===== config.mk =====
export PLATFORM = sky130hd
export DESIGN_NAME = multi_pulse_gen
export DESIGN_NICKNAME = d
export VERILOG_FILES = /design/src/rtl/multi_pulse_pkg.sv /design/src/rtl/pulse_chan.sv /design/src/rtl/multi_pulse_gen.sv
export SDC_FILE = /design/constraint.sdc
export NUM_CORES = 1
export LEC_CHECK = 0
export BUFFER_PORTS_ARGS = -buffer_cell sky130_fd_sc_hd__buf_2
export CAP_MARGIN = 20
export CORE_MARGIN = 1
export CORE_UTILIZATION = 35
export CTS_CLUSTER_SIZE = 20
export DETAILED_ROUTE_END_ITERATION = 10
export PLACE_DENSITY = 0.5
export SLEW_MARGIN = 0
export SYNTH_ARGS = -nofsm -noshare
export SYNTH_HDL_FRONTEND = slang
export SYNTH_SLANG_ARGS = --single-unit

===== constraint.sdc =====
create_clock -name clk -period 2.35 [get_ports clk]
set_input_delay 0.47 -clock clk [delete_from_list [all_inputs] [get_ports clk]]
set_output_delay 0.47 -clock clk [all_outputs]
set_load 0.02 [all_outputs]

===== src/rtl/multi_pulse_pkg.sv =====
// rtl/multi_pulse_pkg.sv - shared mode codes and repeat FSM state encoding
package multi_pulse_pkg;

    // Per-channel mode field values
    localparam logic [1:0] MODE_RISE   = 2'd0;
    localparam logic [1:0] MODE_FALL   = 2'd1;
    localparam logic [1:0] MODE_BOTH   = 2'd2;
    localparam logic [1:0] MODE_REPEAT = 2'd3;

    // Auto-repeat state machine encoding
    typedef enum logic [1:0] {
        ST_IDLE   = 2'd0,
        ST_HOLD   = 2'd1,
        ST_REPEAT = 2'd2
    } rpt_state_t;

endpackage


===== src/rtl/pulse_chan.sv =====
// rtl/pulse_chan.sv - one channel: synchroniser, debounce, edge detect, auto-repeat
//
// Ports:
//   clk     system clock, rising edge
//   rst_l   asynchronous active-low reset
//   ub      raw (possibly asynchronous) input level
//   mode    0 rise, 1 fall, 2 both, 3 rise with auto-repeat
//   ubsing  registered one-cycle pulse
//   ublvl   registered debounced level
module pulse_chan
    import multi_pulse_pkg::*;
#(
    parameter int DB_CYCLES     = 4,
    parameter int REPEAT_DELAY  = 20,
    parameter int REPEAT_PERIOD = 8
) (
    input  logic       clk,
    input  logic       rst_l,
    input  logic       ub,
    input  logic [1:0] mode,
    output logic       ubsing,
    output logic       ublvl
);

    localparam int DW    = $clog2(DB_CYCLES + 1);
    localparam int RMAX  = (REPEAT_DELAY > REPEAT_PERIOD) ? REPEAT_DELAY : REPEAT_PERIOD;
    localparam int RW    = $clog2(RMAX);

    localparam logic [DW-1:0] DB_LAST  = DW'(DB_CYCLES - 1);
    localparam logic [RW-1:0] RD_LOAD  = RW'(REPEAT_DELAY - 1);
    localparam logic [RW-1:0] RP_LOAD  = RW'(REPEAT_PERIOD - 1);

    logic          sync1;
    logic          sync2;
    logic [DW-1:0] db_cnt;
    logic          lvl_nxt;
    logic          rise_ev;
    logic          fall_ev;
    rpt_state_t    state;
    logic [RW-1:0] rpt_cnt;
    logic          pulse_q;

    // Synchroniser and debounce
    always_ff @(posedge clk or negedge rst_l) begin
        if (!rst_l) begin
            sync1  <= 1'b0;
            sync2  <= 1'b0;
            db_cnt <= '0;
            ublvl  <= 1'b0;
        end else begin
            sync1 <= ub;
            sync2 <= sync1;
            if (sync2 == ublvl) begin
                db_cnt <= '0;
            end else if (db_cnt == DB_LAST) begin
                ublvl  <= sync2;
                db_cnt <= '0;
            end else begin
                db_cnt <= db_cnt + 1'b1;
            end
        end
    end

    // Edges are judged on the value ublvl is about to take, so the mode
    // sampled alongside belongs to the same cycle as the level change.
    assign lvl_nxt = ((sync2 != ublvl) && (db_cnt == DB_LAST)) ? sync2 : ublvl;
    assign rise_ev = lvl_nxt & ~ublvl;
    assign fall_ev = ~lvl_nxt & ublvl;

    // Pulse decision and repeat FSM; pulse_q is re-registered into ubsing
    // so the strobe lands one edge after the debounced level changes.
    always_ff @(posedge clk or negedge rst_l) begin
        if (!rst_l) begin
            state   <= ST_IDLE;
            rpt_cnt <= '0;
            pulse_q <= 1'b0;
            ubsing  <= 1'b0;
        end else begin
            ubsing  <= pulse_q;
            pulse_q <= 1'b0;
            if (mode != MODE_REPEAT) begin
                state   <= ST_IDLE;
                rpt_cnt <= '0;
                case (mode)
                    MODE_RISE: pulse_q <= rise_ev;
                    MODE_FALL: pulse_q <= fall_ev;
                    default:   pulse_q <= rise_ev | fall_ev;
                endcase
            end else begin
                case (state)
                    ST_IDLE: begin
                        if (rise_ev) begin
                            pulse_q <= 1'b1;
                            rpt_cnt <= RD_LOAD;
                            state   <= ST_HOLD;
                        end
                    end
                    ST_HOLD, ST_REPEAT: begin
                        if (fall_ev) begin
                            state   <= ST_IDLE;
                            rpt_cnt <= '0;
                        end else if (rpt_cnt == '0) begin
                            pulse_q <= 1'b1;
                            rpt_cnt <= RP_LOAD;
                            state   <= ST_REPEAT;
                        end else begin
                            rpt_cnt <= rpt_cnt - 1'b1;
                        end
                    end
                    default: begin
                        state   <= ST_IDLE;
                        rpt_cnt <= '0;
                    end
                endcase
            end
        end
    end

endmodule


===== src/rtl/multi_pulse_gen.sv =====
// rtl/multi_pulse_gen.sv - N independent debounced single-pulse generators
//
// Ports:
//   clk     system clock, rising edge
//   rst_l   asynchronous active-low reset
//   ub      N raw input levels
//   mode    2 bits per channel, bits [2i+1:2i] for channel i
//   ubsing  N registered one-cycle pulses
//   ublvl   N registered debounced levels
module multi_pulse_gen #(
    parameter int N             = 4,
    parameter int DB_CYCLES     = 4,
    parameter int REPEAT_DELAY  = 20,
    parameter int REPEAT_PERIOD = 8
) (
    input  logic           clk,
    input  logic           rst_l,
    input  logic [N-1:0]   ub,
    input  logic [2*N-1:0] mode,
    output logic [N-1:0]   ubsing,
    output logic [N-1:0]   ublvl
);

    for (genvar i = 0; i < N; i++) begin : g_chan
        pulse_chan #(
            .DB_CYCLES     (DB_CYCLES),
            .REPEAT_DELAY  (REPEAT_DELAY),
            .REPEAT_PERIOD (REPEAT_PERIOD)
        ) u_chan (
            .clk    (clk),
            .rst_l  (rst_l),
            .ub     (ub[i]),
            .mode   (mode[2*i +: 2]),
            .ubsing (ubsing[i]),
            .ublvl  (ublvl[i])
        );
    end

endmodule


==> results, run 1 <==
- The total of buffers placed on input and output ports is 21.
- The kind of start point of the critical path is a flop.
- The wire length per cell after detailed routing is ~12 um.
- The number of global-route vias before repair is between 2,000 and 2,500.
- The async set-reset flop share out of synthesis is 100.0%.
- The met2 wire length is ~2600 um.
- The worst flop-to-flop path startpoint is g_chan[2].u_chan.db_cnt[0].
- For this design the static power due to leakage is between 0.0015 and 0.002 uW.
- The effective utilization at floorplan is between 30% and 40%.
- The final hold violation count is 0.
- The multi-input combinational cells in the finished layout cover a total of 1541 um2.
- The CTS tree is done.
- The total clock sinks is 60.
- In the synthesized netlist the dominant register cell turns out to be dfrtp_1.
- Counting I/O delays and the setup requirement, the final critical path takes 2122 ps.
- For the worst-skew pair, the clock arrives at the later sink with an insertion delay of around 330 ps.
- The cell type contributing the most total cell area after synthesis is dfrtp_1.
- The area share of the largest cell type after synthesis is between 40% and 50%.
- The congestion estimate from routability-driven global placement came to 0.7669.
- Across every metal layer, demand over resource in global routing totals 12.97%.
- The count of final setup violators is 0.
- The netlist uses 50 different library cells.
- The required time at the worst-slack endpoint is 2590 ps.
- The tree is rooted in a clkbuf_8.
- The via-per-instance ratio is 5.026.
- The tool flagged a number of max-cap violations equal to 0.
- The number of filler cells placed in the layout is 877.
- Counting cells, the worst reg-to-reg path comes to 9.
- The average footprint of a synthesized cell is ~10 um2.
- Headroom to the max-slew limit came out at about two thirds.
- The transition at the pin with the smallest max-transition slack is a little over 500 ps.
- The largest buffer count on any clock path is 2.
- The H-tree depth is 3.
- In this run the core area contains 34 standard-cell rows.
- The number of nets produced by synthesis is about 360.
- The setup check on the worst reg-to-reg path leaves a slack of between 200 and 250 ps.
- The highest achievable clock rate is ~470 MHz.
- The flop and latch count out of synthesis is 60.
- After synthesis the cells add up to ~3200 um2.
- The max-slew violation count came to 0.
- Timing analysis after detailed placement gives a worst setup slack of ~110 ps.
- The most critical setup path has its endpoint at g_chan[2].u_chan.rpt_cnt[1].
- The die height is around 98 um.
- The cell count after synthesis came out at between 300 and 400.
- The amount of wire on met3 after detailed routing is 141 um.
- After the first detailed-routing iteration, the DRC count stood at 53.
- VDD sags by at most 541.4 uV.
- The most critical setup path has its startpoint at g_chan[2].u_chan.db_cnt[0].
- The highest metal layer carrying signal wires in the routed design is met4.
- On the critical path, the stage with the largest delay is an instance of dfrtp_1.
- The flow ran to the end, and the final reports show no timing, DRC or antenna violations.
- The worst register-to-register path ends at g_chan[2].u_chan.rpt_cnt[1].
- Registers take approximately 1500 um2.
- The post-layout net count is ~390.
- The core footprint is approximately 9000 um2.
- The largest net degree at the start of global routing is 52.
- Across all layers, the routed design uses 2,297 vias.
- For this design the top-level I/O count stands at 22.
- The critical path is of the reg -> reg type.
- In this run the worst path has a maximum fanout of 4.
- The number of clock buffers inserted by TritonCTS is 9.
- The detailed router put a total of between 2000 and 3000 um of wire on met1.
- Summed over all layers, the global routing overflow is 0.
- In this run the power density over the cells is 1151 nW/um2.
- 0 antenna diodes ended up in the layout.
- Once routing completed, OpenROAD measured the worst setup slack at 227.9 ps.
- In this design, the stage delay of the slowest critical-path cell is 390 ps.
- The count of nets left with antenna violations once routing finished came out at 0.
- The path class of the tightest hold or removal check is in -> reg.
- After synthesis, flip-flops and latches occupy a little under half of the total area.
- Ranked by total cell area, the synthesized netlist is headed by dfrtp_1 (47%), ha_1 (11%), inv_1 (3.6%).
- The arrival time at the worst endpoint is around 2400 ps.
- Detailed placement ended at an HPWL of 3959 um.
- The initial antenna violation count was 0.
- The final cell count without fillers is 457.
- The number of flops mapped to enable cells by yosys is 0.
- The number of iterations in the first detailed-routing pass is 4.
- For this block, the routed nets add up to 5624 um of wire.
- For the final database, setup skew stands at roughly 10 ps.
- The worst setup path is captured at a flop.
- The critical path goes through ha_1 -> nor2b_2 -> o21ai_1 -> inv_1 -> ha_1 -> nand4b_1 -> or2_4 -> a21o_1 -> o22ai_1.
- The ratio of final minimum period to clock period is 90.30%.
- The overall die area is roughly 9600 um2.
- The first global-routing pass estimated a little over 10,000 um of wire.
- The share of layout cells above drive strength 1 is 15.76%.
- In this design, the critical path's most frequently occurring cell is ha_1.
- The count of yosys warnings during synthesis is 0.
- The relative area change from synthesis to final layout is 13.16%.
- The number of instances in the placed design is 440.
- In the routed design, unresolved DRC markers number 0.
- The clock slew at the register clock pins of the worst setup and hold paths is roughly 70 ps.
- From left edge to right edge, the die measures 97.82 um.
## how the worst min path moves through the flow
stage / startpoint / to / slack, ps / cells past startpoint
after global placement: g_chan[0].u_chan.sync1 / g_chan[0].u_chan.sync2 / 330 / 0
after floorplan: rst_l / g_chan[0].u_chan.db_cnt[0] / 170 / 0
final: ub[0] / g_chan[0].u_chan.sync1 / 250 / 1
after CTS: ub[0] / g_chan[0].u_chan.sync1 / 230 / 1
after global routing: ub[1] / g_chan[1].u_chan.sync1 / 240 / 1
after detailed placement: g_chan[0].u_chan.sync1 / g_chan[0].u_chan.sync2 / 330 / 0
## critical path, delay by kind of cell (launching register included)
| family | cells | cell delay, ps |
|---|---|---|
| flip-flops | 1 | 390 |
| adder cells (fa/ha/maj) | 2 | 420 |
| AND/OR/NAND/NOR | 3 | 690 |
| AO/OA/AOI/OAI | 3 | 480 |
| buffers and inverters | 1 | 60 |
## layer usage
metal  global-route usage [%]  up-vias
li1                         -     1163
met4                    5.245        0
met1                    17.58     1099
met5                        0        -
met3                    2.577        8
met2                    20.40       27
## cell usage after synthesis, types with 2 or more instances
cell / number
nor3_1: 9
a22oi_1: 3
nor4_1: 3
a32o_1: 2
nand2_1: 22
mux2i_1: 4
xnor2_1: 4
and2_1: 2
nand3_1: 5
mux2_2: 2
o22ai_1: 5
a211oi_1: 3
dfrtp_1: 60
nand2b_1: 11
o21ai_0: 20
o21ai_1: 13
o311ai_1: 2
nor2_1: 11
a31oi_1: 3
nor4b_2: 2
inv_1: 31
o31ai_1: 4
or2_1: 2
ha_1: 28
o41ai_1: 2
nor3b_1: 9
a21oi_1: 10
nor2b_1: 9
nand4_1: 2
a21o_1: 3
buf_4: 8
nand4b_1: 3
## layout make-up
type / count / share of cell area, %
Clock buffer: 11 / 3.889
Clock inverter: 5 / 0.7571
Inverter: 31 / 3.200
Multi-Input combinational cell: 214 / 42.40
Sequential cell: 60 / 41.29
Tap cell: 108 / 3.716
Timing Repair Buffer: 28 / 4.749
## through the flow
| step | utilization, % | TNS [ps] | hold slack, ps | cell area, um2 | total power [uW] |
|---|---|---|---|---|---|
| floorplan | - | 0 | 174.4 | 3213 | 2981 |
| global placement | 39.09 | 0 | 332.8 | 3442 | 3391 |
| detailed placement | 39.09 | 0 | 334.7 | 3442 | 3386 |
| CTS | 41.12 | 0 | 234.6 | 3621 | 4217 |
| global route | 41.29 | -13.01 | 235.4 | 3636 | 4580 |
| finish | 41.29 | 0 | 247.5 | 3636 | 4186 |
## cell families after synthesis
| family | Yosys count | synth area share, % |
|---|---|---|
| and+or+nand+nor | 100 | 18.93 |
| AOI/OAI and AO/OA | 76 | 14.64 |
| DFF | 60 | 46.73 |
| buffers and inverters | 41 | 5.763 |
| adders and majority gates | 28 | 10.90 |
| muxes | 6 | 1.947 |
| xor gates and xnor gates | 4 | 1.090 |
## flip-flops by register name, indices dropped and copies added, names as in the netlist
register / count
g_chan.u_chan.ublvl: 4
g_chan.u_chan.pulse_q: 4
g_chan.u_chan.state: 8
g_chan.u_chan.ubsing: 4
g_chan.u_chan.sync2: 4
g_chan.u_chan.rpt_cnt: 20
g_chan.u_chan.db_cnt: 12
g_chan.u_chan.sync1: 4
## cells in the final DEF, fill, tap and decap left out, drive strengths merged, types with 3 or more instances in the layout
cell,n
nor4,4
nor2b,9
clkbuf,11
nor3,9
nand3,5
o21ai,33
buf,27
a31oi,3
xnor2,4
nand4b,3
o31ai,5
a211oi,3
mux2i,4
o22ai,5
a22oi,3
nor3b,9
nand2b,11
ha,28
a21oi,10
inv,31
a21o,3
nor2,12
clkinv,4
nor4b,3
nand2,22
dfrtp,60
## report_power, final
part           internal [uW]  switching (uW)
clock                    404             401
combinational            831            1060
sequential              1300             188
total                   2540            1650
## repair_timing
action	4_1_cts	5_1_grt
hold buffers	1	0
buffers inserted	0	0
gates resized for setup	0	8
setup endpoints to repair	0	10
endpoints found under the hold margin	2	0
Power figures use the tool's default switching activity.
==> run 2, diff against run 1 <==
ABC_AREA = 1   (was unset)
REMOVE_ABC_BUFFERS = 1   (was unset)
==> run 2 against run 1 <==
Against the previous run: global-route usage hardly changed; synthesized area is 8.4% higher; register-to-register slack better by 240 ps; count of clock-buffer cells in the layout is 2 higher; cell count is 34% higher; final area is 7.2% higher; setup slack better by 240 ps; routed wire length is 6.4% higher; flip-flop and latch count stayed put; clock skew is 1.5 ps lower; largest cell class unchanged; clock power is 12% higher.
==> results, run 2 <==
- At the worst endpoint, the required time is 2630 ps.
- The placed wire-length estimate is between 4000 and 5000 um.
- The number of filler cells placed in the layout is 1,031.
- Summed over its instances, the top area cell type makes up 43.12% of the synthesized netlist area.
- The delay of the slowest critical-path stage is between 300 and 400 ps.
- For this design, the slowest cell found on the critical path is dfrtp_1.
- The arrival time at the worst endpoint is roughly 2200 ps.
- After global routing the overflow that remains totals 0.
- The register area share after synthesis is between 40% and 50%.
- The H-tree depth is 3.
- Counting I/O delays and the setup requirement, the final critical path takes around 1900 ps.
- The signal on the critical path passes through ha_1 -> nand2_1 -> nand2_1 -> o21ai_0 -> inv_1 -> ha_1 -> nor2_1 -> nand4_1 -> nand2_1 -> nand2_1 -> nand2_1.
- Clock-pin slew was measured on the worst setup and hold paths at about 70 ps.
- The class of the tightest hold or removal check is in -> async.
- The largest buffer count on any clock path is 2.
- The total clock sinks is 60.
- The post-CTS resize count is 0.
- Row generation in the floorplan step produced 36 rows.
- Measured along the y axis, the die boundary spans approximately 100 um.
- The max-slew violation count is 0.
- Cells fill about two fifths of the core in the end.
- At the pin with the least slew margin, the transition time is about 520 ps.
- Cells with a size suffix above 1 make up 13.39% of the layout.
- The total of buffers placed on input and output ports is 21.
- Sorting the synthesized cells by area gives the leading types as dfrtp_1 (43%), nand2_1 (15%), ha_1 (10%).
- The wire length per cell after detailed routing is between 9 and 10 um.
- Across all setup checks in the final design, the least slack found is 463.8 ps.
- The number of flops mapped to enable cells by yosys is 0.
- The dominant synthesized flop cell is dfrtp_1.
- The flip-flop count of the largest register after layout is 20.
- For this run, the post-layout net count is 516.
- After clock tree synthesis, the setup repair step added 0 buffers.
- The power density over cell area is 1239 nW/um2.
- Timing would allow up to about 530 MHz.
- The max-capacitance violation count is 0.
- The register containing the most flip-flops in the final layout is g_chan.u_chan.rpt_cnt.
- In this run the remaining antenna-violating nets after routing total 0.
- The final hold violation count is 0.
- The count of final setup violators is 0.
- The run finished with clean final reports.
- The startpoint identified for the worst register-to-register timing path is g_chan[0].u_chan.db_cnt[0].
- The initial utilization of the core area, before any placement, comes to a little over a third.
- Setup repair after global routing left no endpoint under its margin.
- In this run the cell area of the synthesized design comes to about 3500 um2.
- The setup TNS is 0 ps.
- During synthesis, Yosys emitted a total of 0 warnings.
- The flop and latch count out of synthesis is 60.
- The total wire length is around 6000 um.
- STA classifies the critical path startpoint as a flop.
- The unique cell type count in the Yosys netlist is 22.
- STA classifies the critical path endpoint as a flop.
- Entering global routing, the biggest net connects 41 pins.
- The largest registers in the layout are g_chan.u_chan.rpt_cnt: 20 flops, g_chan.u_chan.db_cnt: 12 flops, g_chan.u_chan.state: 8 flops.
- The die width is 101.7 um.
- The final route contains around 2,600 vias.
- In the finished design, the share of the clock period the worst path needs comes to between 80% and 90%.
- OpenSTA, run right after detailed placement, puts the worst setup slack at about 480 ps.
- The number of clock buffers inserted by TritonCTS is 9.
- The clock reaches the later pin of the worst-skew pair after around 330 ps.
- Leaving out fill and tap cells, the most frequent cells in the layout are nand2_1 (140), inv_1 (79), dfrtp_1 (60).
- After the first detailed-routing iteration, the DRC count stood at between 70 and 80.
- The total global-route track usage is approximately an eighth.
- In the routed layout, each cell is associated on average with a via count of roughly 4.2.
- The setup path with the least slack is of type reg -> reg.
- The first global-routing pass estimated roughly 10,000 um of wire.
- For this run, design rule violations remaining after detail routing come to 0.
- Routability-driven placement finished with a final weighted congestion of a little under 0.8.
- The total I/O pin count is 22.
- The first detailed-routing pass ran for 4 iterations.
- Headroom to the max-slew limit came out at about 66%.
- Yosys instantiated no cell more often than nand2_1.
- The async set-reset flop share out of synthesis is 100.0%.
- The number of hold buffers added after CTS was 0.
- The area growth from synthesis to layout is 11.93%.
- The most common cell after layout, fill and taps aside is nand2_1.
- The number of global-route vias before repair is roughly 2,500.
- The analysis attributes to cell leakage a power of about 0.0022 uW.
- Between clock sinks in the finished design, the worst skew comes to 8.911 ps.
- The most common cell type on the critical path is nand2_1.
- In this run the standard cell core region covers 9729 um2.
- The average footprint of a synthesized cell is 7.755 um2.
- Sorting the synthesized cells by how often they occur yields nand2_1 (140), inv_1 (79), dfrtp_1 (60).
- The overall die area is roughly 10,000 um2.
- The count of mapped cells out of synthesis is between 400 and 500.
- The worst supply voltage drop on vdd is between 400 and 500 uV.
- In this run the worst path has a maximum fanout of 5.
- The tree is rooted in a clkbuf_8.
- The initial antenna violation count is 0.
- The diode insertion count for antenna repair is 0.
- The launching element of the worst setup path is g_chan[0].u_chan.db_cnt[0].
- Of all cell types, the one taking the most synthesized area is dfrtp_1.
- TritonCTS built the clock tree.
run 2: cell count changes in the layout (fill, tap and decap cells not counted), sizes merged, moves of 9 or more:
cell,change
inv,+55
nand2,+129
nand2b,-11
nand3,+15
nor2,+30
nor2b,-9
o21ai,-15
run 2: per-layer routing:
metal	share of wire, %	up-vias	GRT usage, %
li1	-	1408	-
met4	1.5	0	4.682
met2	45	44	20.95
met5	0	-	0
met3	3.4	8	3.382
met1	50	1136	16.67
run 2: worst max-delay path: cells and delay by family, from the launching register on:
kind	cells	cell delay [ps]
AOI/OAI and AO/OA	1	140
adders and majority gates	2	430
buffers and inverters	1	80
DFF	1	390
and+or+nand+nor	7	790
run 2: per-stage QoR:
stage	power [uW]	hold slack [ps]	instance area [um2]	cells
global placement	3947	334.9	3714	596
CTS	4915	112.1	3897	611
finish	4828	103.0	3897	611
detailed placement	3969	334.7	3714	596
floorplan	3452	174.4	3422	441
global route	5356	136.8	3897	611
run 2: kinds of logic (layout without fill, tap and decap cells):
group	Yosys count	count (layout)	synth area share, %
AOI/OAI and AO/OA	29	29	4.456
buffers and inverters	94	123	11.00
adders and majority gates	28	28	10.06
DFF	60	60	43.12
and+or+nand+nor	234	234	30.36
xor gates and xnor gates	4	4	1.006
run 2: final timing paths:
kind / end / slack, ps / depth (start not counted)
worst max-delay path: g_chan[0].u_chan.rpt_cnt[0] / 460 / 11
worst min-delay path: g_chan[3].u_chan.rpt_cnt[2] / 100 / 1
worst max register to register: g_chan[0].u_chan.rpt_cnt[0] / 460 / 11
worst min register to register: g_chan[0].u_chan.sync2 / 350 / 0
max in group asynchronous: g_chan[1].u_chan.rpt_cnt[1] / 1650 / 2
min in group clk: g_chan[2].u_chan.sync1 / 240 / 1
run 2: cell type report:
cell class / instances / area, um2 / area share, %
clock inverters: 2 / 35.03 / 0.8989
clock buffers: 13 / 148.9 / 3.820
repair buffers: 22 / 125.1 / 3.210
well taps: 133 / 166.4 / 4.270
flip-flops and latches: 60 / 1501 / 38.52
inverters: 86 / 322.8 / 8.283
multi-input cells: 295 / 1598 / 41.00
run 2: report_power, final:
part	total [uW]	leakage, uW	switching, uW	internal, uW
combinational	2350	0.00128	1490	861
sequential	1580	0.000782	212	1360
clock	904	0.0000935	391	513
total	4830	0.00216	2090	2740
==> run 3, diff against run 2 <==
ABC_AREA = 0   (was 1)
PLACE_DENSITY = 0.52   (was 0.5)
clock period = 1.7 ns   (was 2.35 ns; I/O delays follow)
==> run 3 against run 2 <==
Against the previous run: the flow now finishes with violations (design-rule violations, negative setup slack); register-to-register slack got worse by 710 ps; die area fell by 7.6%; combinational power rose by 88%; sequential share of layout area fell by 5.1 points; first-iteration DRC count rose by 32%; final area rose by 15%; cell count fell by 17%; routed wire length rose by 15%; clock power rose by 56%; flip-flop and latch count did not move; critical endpoint is now g_chan[2].u_chan.rpt_cnt[1]; largest power group unchanged.
==> results, run 3 (same netlist as run 1, synthesis figures left out) <==
- The flow ran to the end, but the final reports show violations.
- The final reports fail on design-rule violations, negative setup slack.
- On the critical path, the stage with the largest delay is an instance of dfrtp_1.
- The final hold violation count is 0.
- Setup repair after global routing could not meet its margin everywhere.
- The relative area change from synthesis to final layout is 39.88%.
- The die covers ~9600 um2.
- The buffers plus inverters on the worst setup path is 1.
- The via total after detailed routing is 2,547.
- The critical path class is reg -> reg.
- The top cell types in the final layout, fill and taps aside, are dfrtp_1 (60), buf_4 (41), inv_1 (27).
- The clock slew at the register clock pins of the worst setup and hold paths is 70 ps.
- The floorplan has 34 rows.
- The H-tree depth is 3.
- For this block, the routed nets add up to 6888 um of wire.
- The kind of start point of the critical path is a flop.
- In this run switching power makes up a little under two fifths of total power.
- The detailed-route DRC error count is 2.
- The cell family contributing the most delay on the critical path is simple AND/OR/NAND/NOR gates.
- The class of the tightest hold or removal check is in -> reg.
- The critical path goes through ha_2 -> nor2b_4 -> o21ai_2 -> inv_1 -> ha_2 -> nand4b_1 -> or2_4 -> a21o_1 -> o22ai_2.
- In this run the deepest clock path goes through 2 buffers.
- The placed wire-length estimate is about 4500 um.
- The largest registers in the layout are g_chan.u_chan.rpt_cnt: 20 flops, g_chan.u_chan.db_cnt: 12 flops, g_chan.u_chan.state: 8 flops.
- For the pin with the worst max-slew slack, the measured transition is about 500 ps.
- The core occupancy in the finished layout is roughly 51%.
- The final critical path takes up 114.8% of the cycle.
- The total leakage power is roughly 0.0021 uW.
- The effective utilization at floorplan is 36.49%.
- The largest single stage delay on the critical path is around 380 ps.
- In this run, the clock network consumes 17.9% of the power.
- The number of global-route vias before repair is roughly 2,600.
- The number of clock buffers inserted by TritonCTS is 9.
- The library cell used most frequently in the layout, excluding fill and tap cells, is dfrtp_1.
- Setup violations remaining at the end of the flow were counted as 29.
- Derived from the worst setup path, the maximum achievable clock frequency is a little over 500 MHz.
- In this run, the combinational gates consume between 50% and 60% of the power.
- Buffers placed on the I/O ports in this run total 21.
- Counting the fill cells in the layout gives 827.
- Summed over all nets, the switching power comes to 2987 uW.
- The most common cell type on the critical path is ha_2.
- The share of total power in sequential cells is between 20% and 30%.
- The register with the most flip-flops in the final layout is g_chan.u_chan.rpt_cnt.
- The nature of the critical path endpoint is a flop.
- Routability-driven placement finished with a final weighted congestion of about 0.8.
- The CTS tree is done.
- Global routing used ~15% of the available tracks.
- The die width is around 98 um.
- The initial antenna violation count came to 0.
- The worst relative slew slack is between 60% and 70%.
- The global-route wire length before repair is around 12,000 um.
- The flip-flop count of the largest register after layout is 20.
- After floorplanning, the core was sized to cover ~8800 um2.
- The via-per-instance ratio is just over 5.
- Across the routed clock network, the largest skew measured is 7.773 ps.
- Setup total negative slack on the finished layout was measured at -3183 ps.
- IR analysis of the VDD net gives a maximum drop of 760.5 uV.
- The cell-internal power is 4868 uW.
- The largest net degree at the start of global routing is 48.
- For this run the aggregate overflow at the end of global routing stands at 0.
- The number of nets with antenna violations after detailed routing is 0.
- The top fanout value on the critical path is 4.
- The setup slack of the critical path after layout is -251.0 ps.
- Counting I/O delays and the setup requirement, the final critical path takes 1951 ps.
- The clock reaches the later pin of the worst-skew pair after approximately 340 ps.
- The DRC marker count from the first detailed-route iteration is just under 100.
- The root buffer cell chosen for the clock tree is clkbuf_8.
- The tree built by TritonCTS fans out to 60 sinks.
- In the final design database the tool counted between 400 and 500 nets.
- The number of iterations in the first detailed-routing pass is 7.
- Across the run, the number of max-cap violations was 0.
- The max-slew violation count is 0.
- The power density over cell area is 1748 nW/um2.
- At the worst endpoint, the arrival time is between 2000 and 2500 ps.
- The die is approximately 100 um tall.
- The wire length per cell after detailed routing is 13.64 um.
- The post-route netlist has ~45% of its cells at a drive strength greater than 1.
- The diode insertion count for antenna repair is 0.
- For this design the top-level I/O count stands at 22.
- The required time at the worst-slack endpoint is 1950 ps.
run 3: changes by cell type in the layout (fill, tap and decap cells not counted), moves of 13 or more:
cell     change
buf_4       +41
o21ai_1     +13
inv_1       -52
nand2_1    -123
nand3_1     -17
nor2_1      -26
run 3: final timing paths:
path,slack (ps),to,cells past startpoint,start
setup reg to reg,-250,g_chan[2].u_chan.rpt_cnt[1],9,g_chan[2].u_chan.db_cnt[0]
setup / recovery,-250,g_chan[2].u_chan.rpt_cnt[1],9,g_chan[2].u_chan.db_cnt[0]
min in group asynchronous,440,g_chan[0].u_chan.state[1],2,rst_l
max in group asynchronous,700,g_chan[2].u_chan.pulse_q,3,rst_l
hold reg to reg,340,g_chan[2].u_chan.ubsing,0,g_chan[2].u_chan.pulse_q
hold / removal,100,g_chan[1].u_chan.sync1,1,ub[1]
run 3: area by class of cell:
type | instances | area (um2) | share of cell area [%]
multi-input cells | 214 | 1942 | 43.21
flip-flops and latches | 60 | 1501 | 33.41
repair buffers | 76 | 578.1 | 12.86
clock buffers | 13 | 178.9 | 3.981
well taps | 108 | 135.1 | 3.007
inverters | 31 | 116.4 | 2.589
clock inverters | 3 | 42.54 | 0.9465
run 3: power groups by stage:
stage	registers, uW	logic [uW]	clock network, uW
global route	2080	4860	1520
CTS	2030	3990	1450
global placement	2030	3170	0
detailed placement	2040	3210	0
finish	2030	4420	1410
floorplan	2140	1850	0
run 3: metal layers:
layer / wire length (um) / global-route usage, %
met1: 3195 / 18.87
met2: 3375 / 25.91
met3: 200 / 3.436
met4: 117 / 7.343
met5: 0 / 0
run 3: repair_timing:
action,CTS,global route
buffers inserted,10,7
pin swaps,46,31
gates resized for setup,88,32
hold endpoints to repair,13,0
endpoints found under the setup margin,32,32
hold buffers,1,0
run 3: stage by stage:
step | setup WS [ps] | std cells | hold slack (ps) | area [um2] | power (uW)
after CTS | -298.6 | 501 | 84.39 | 4335 | 7469
after detailed placement | -417.7 | 476 | 266.5 | 3712 | 5254
after global placement | -361.7 | 476 | 265.5 | 3712 | 5203
after floorplan | -299.3 | 305 | 44.41 | 3144 | 3984
after global routing | -390.5 | 505 | 76.26 | 4494 | 8464
final | -251.0 | 505 | 100.8 | 4494 | 7855
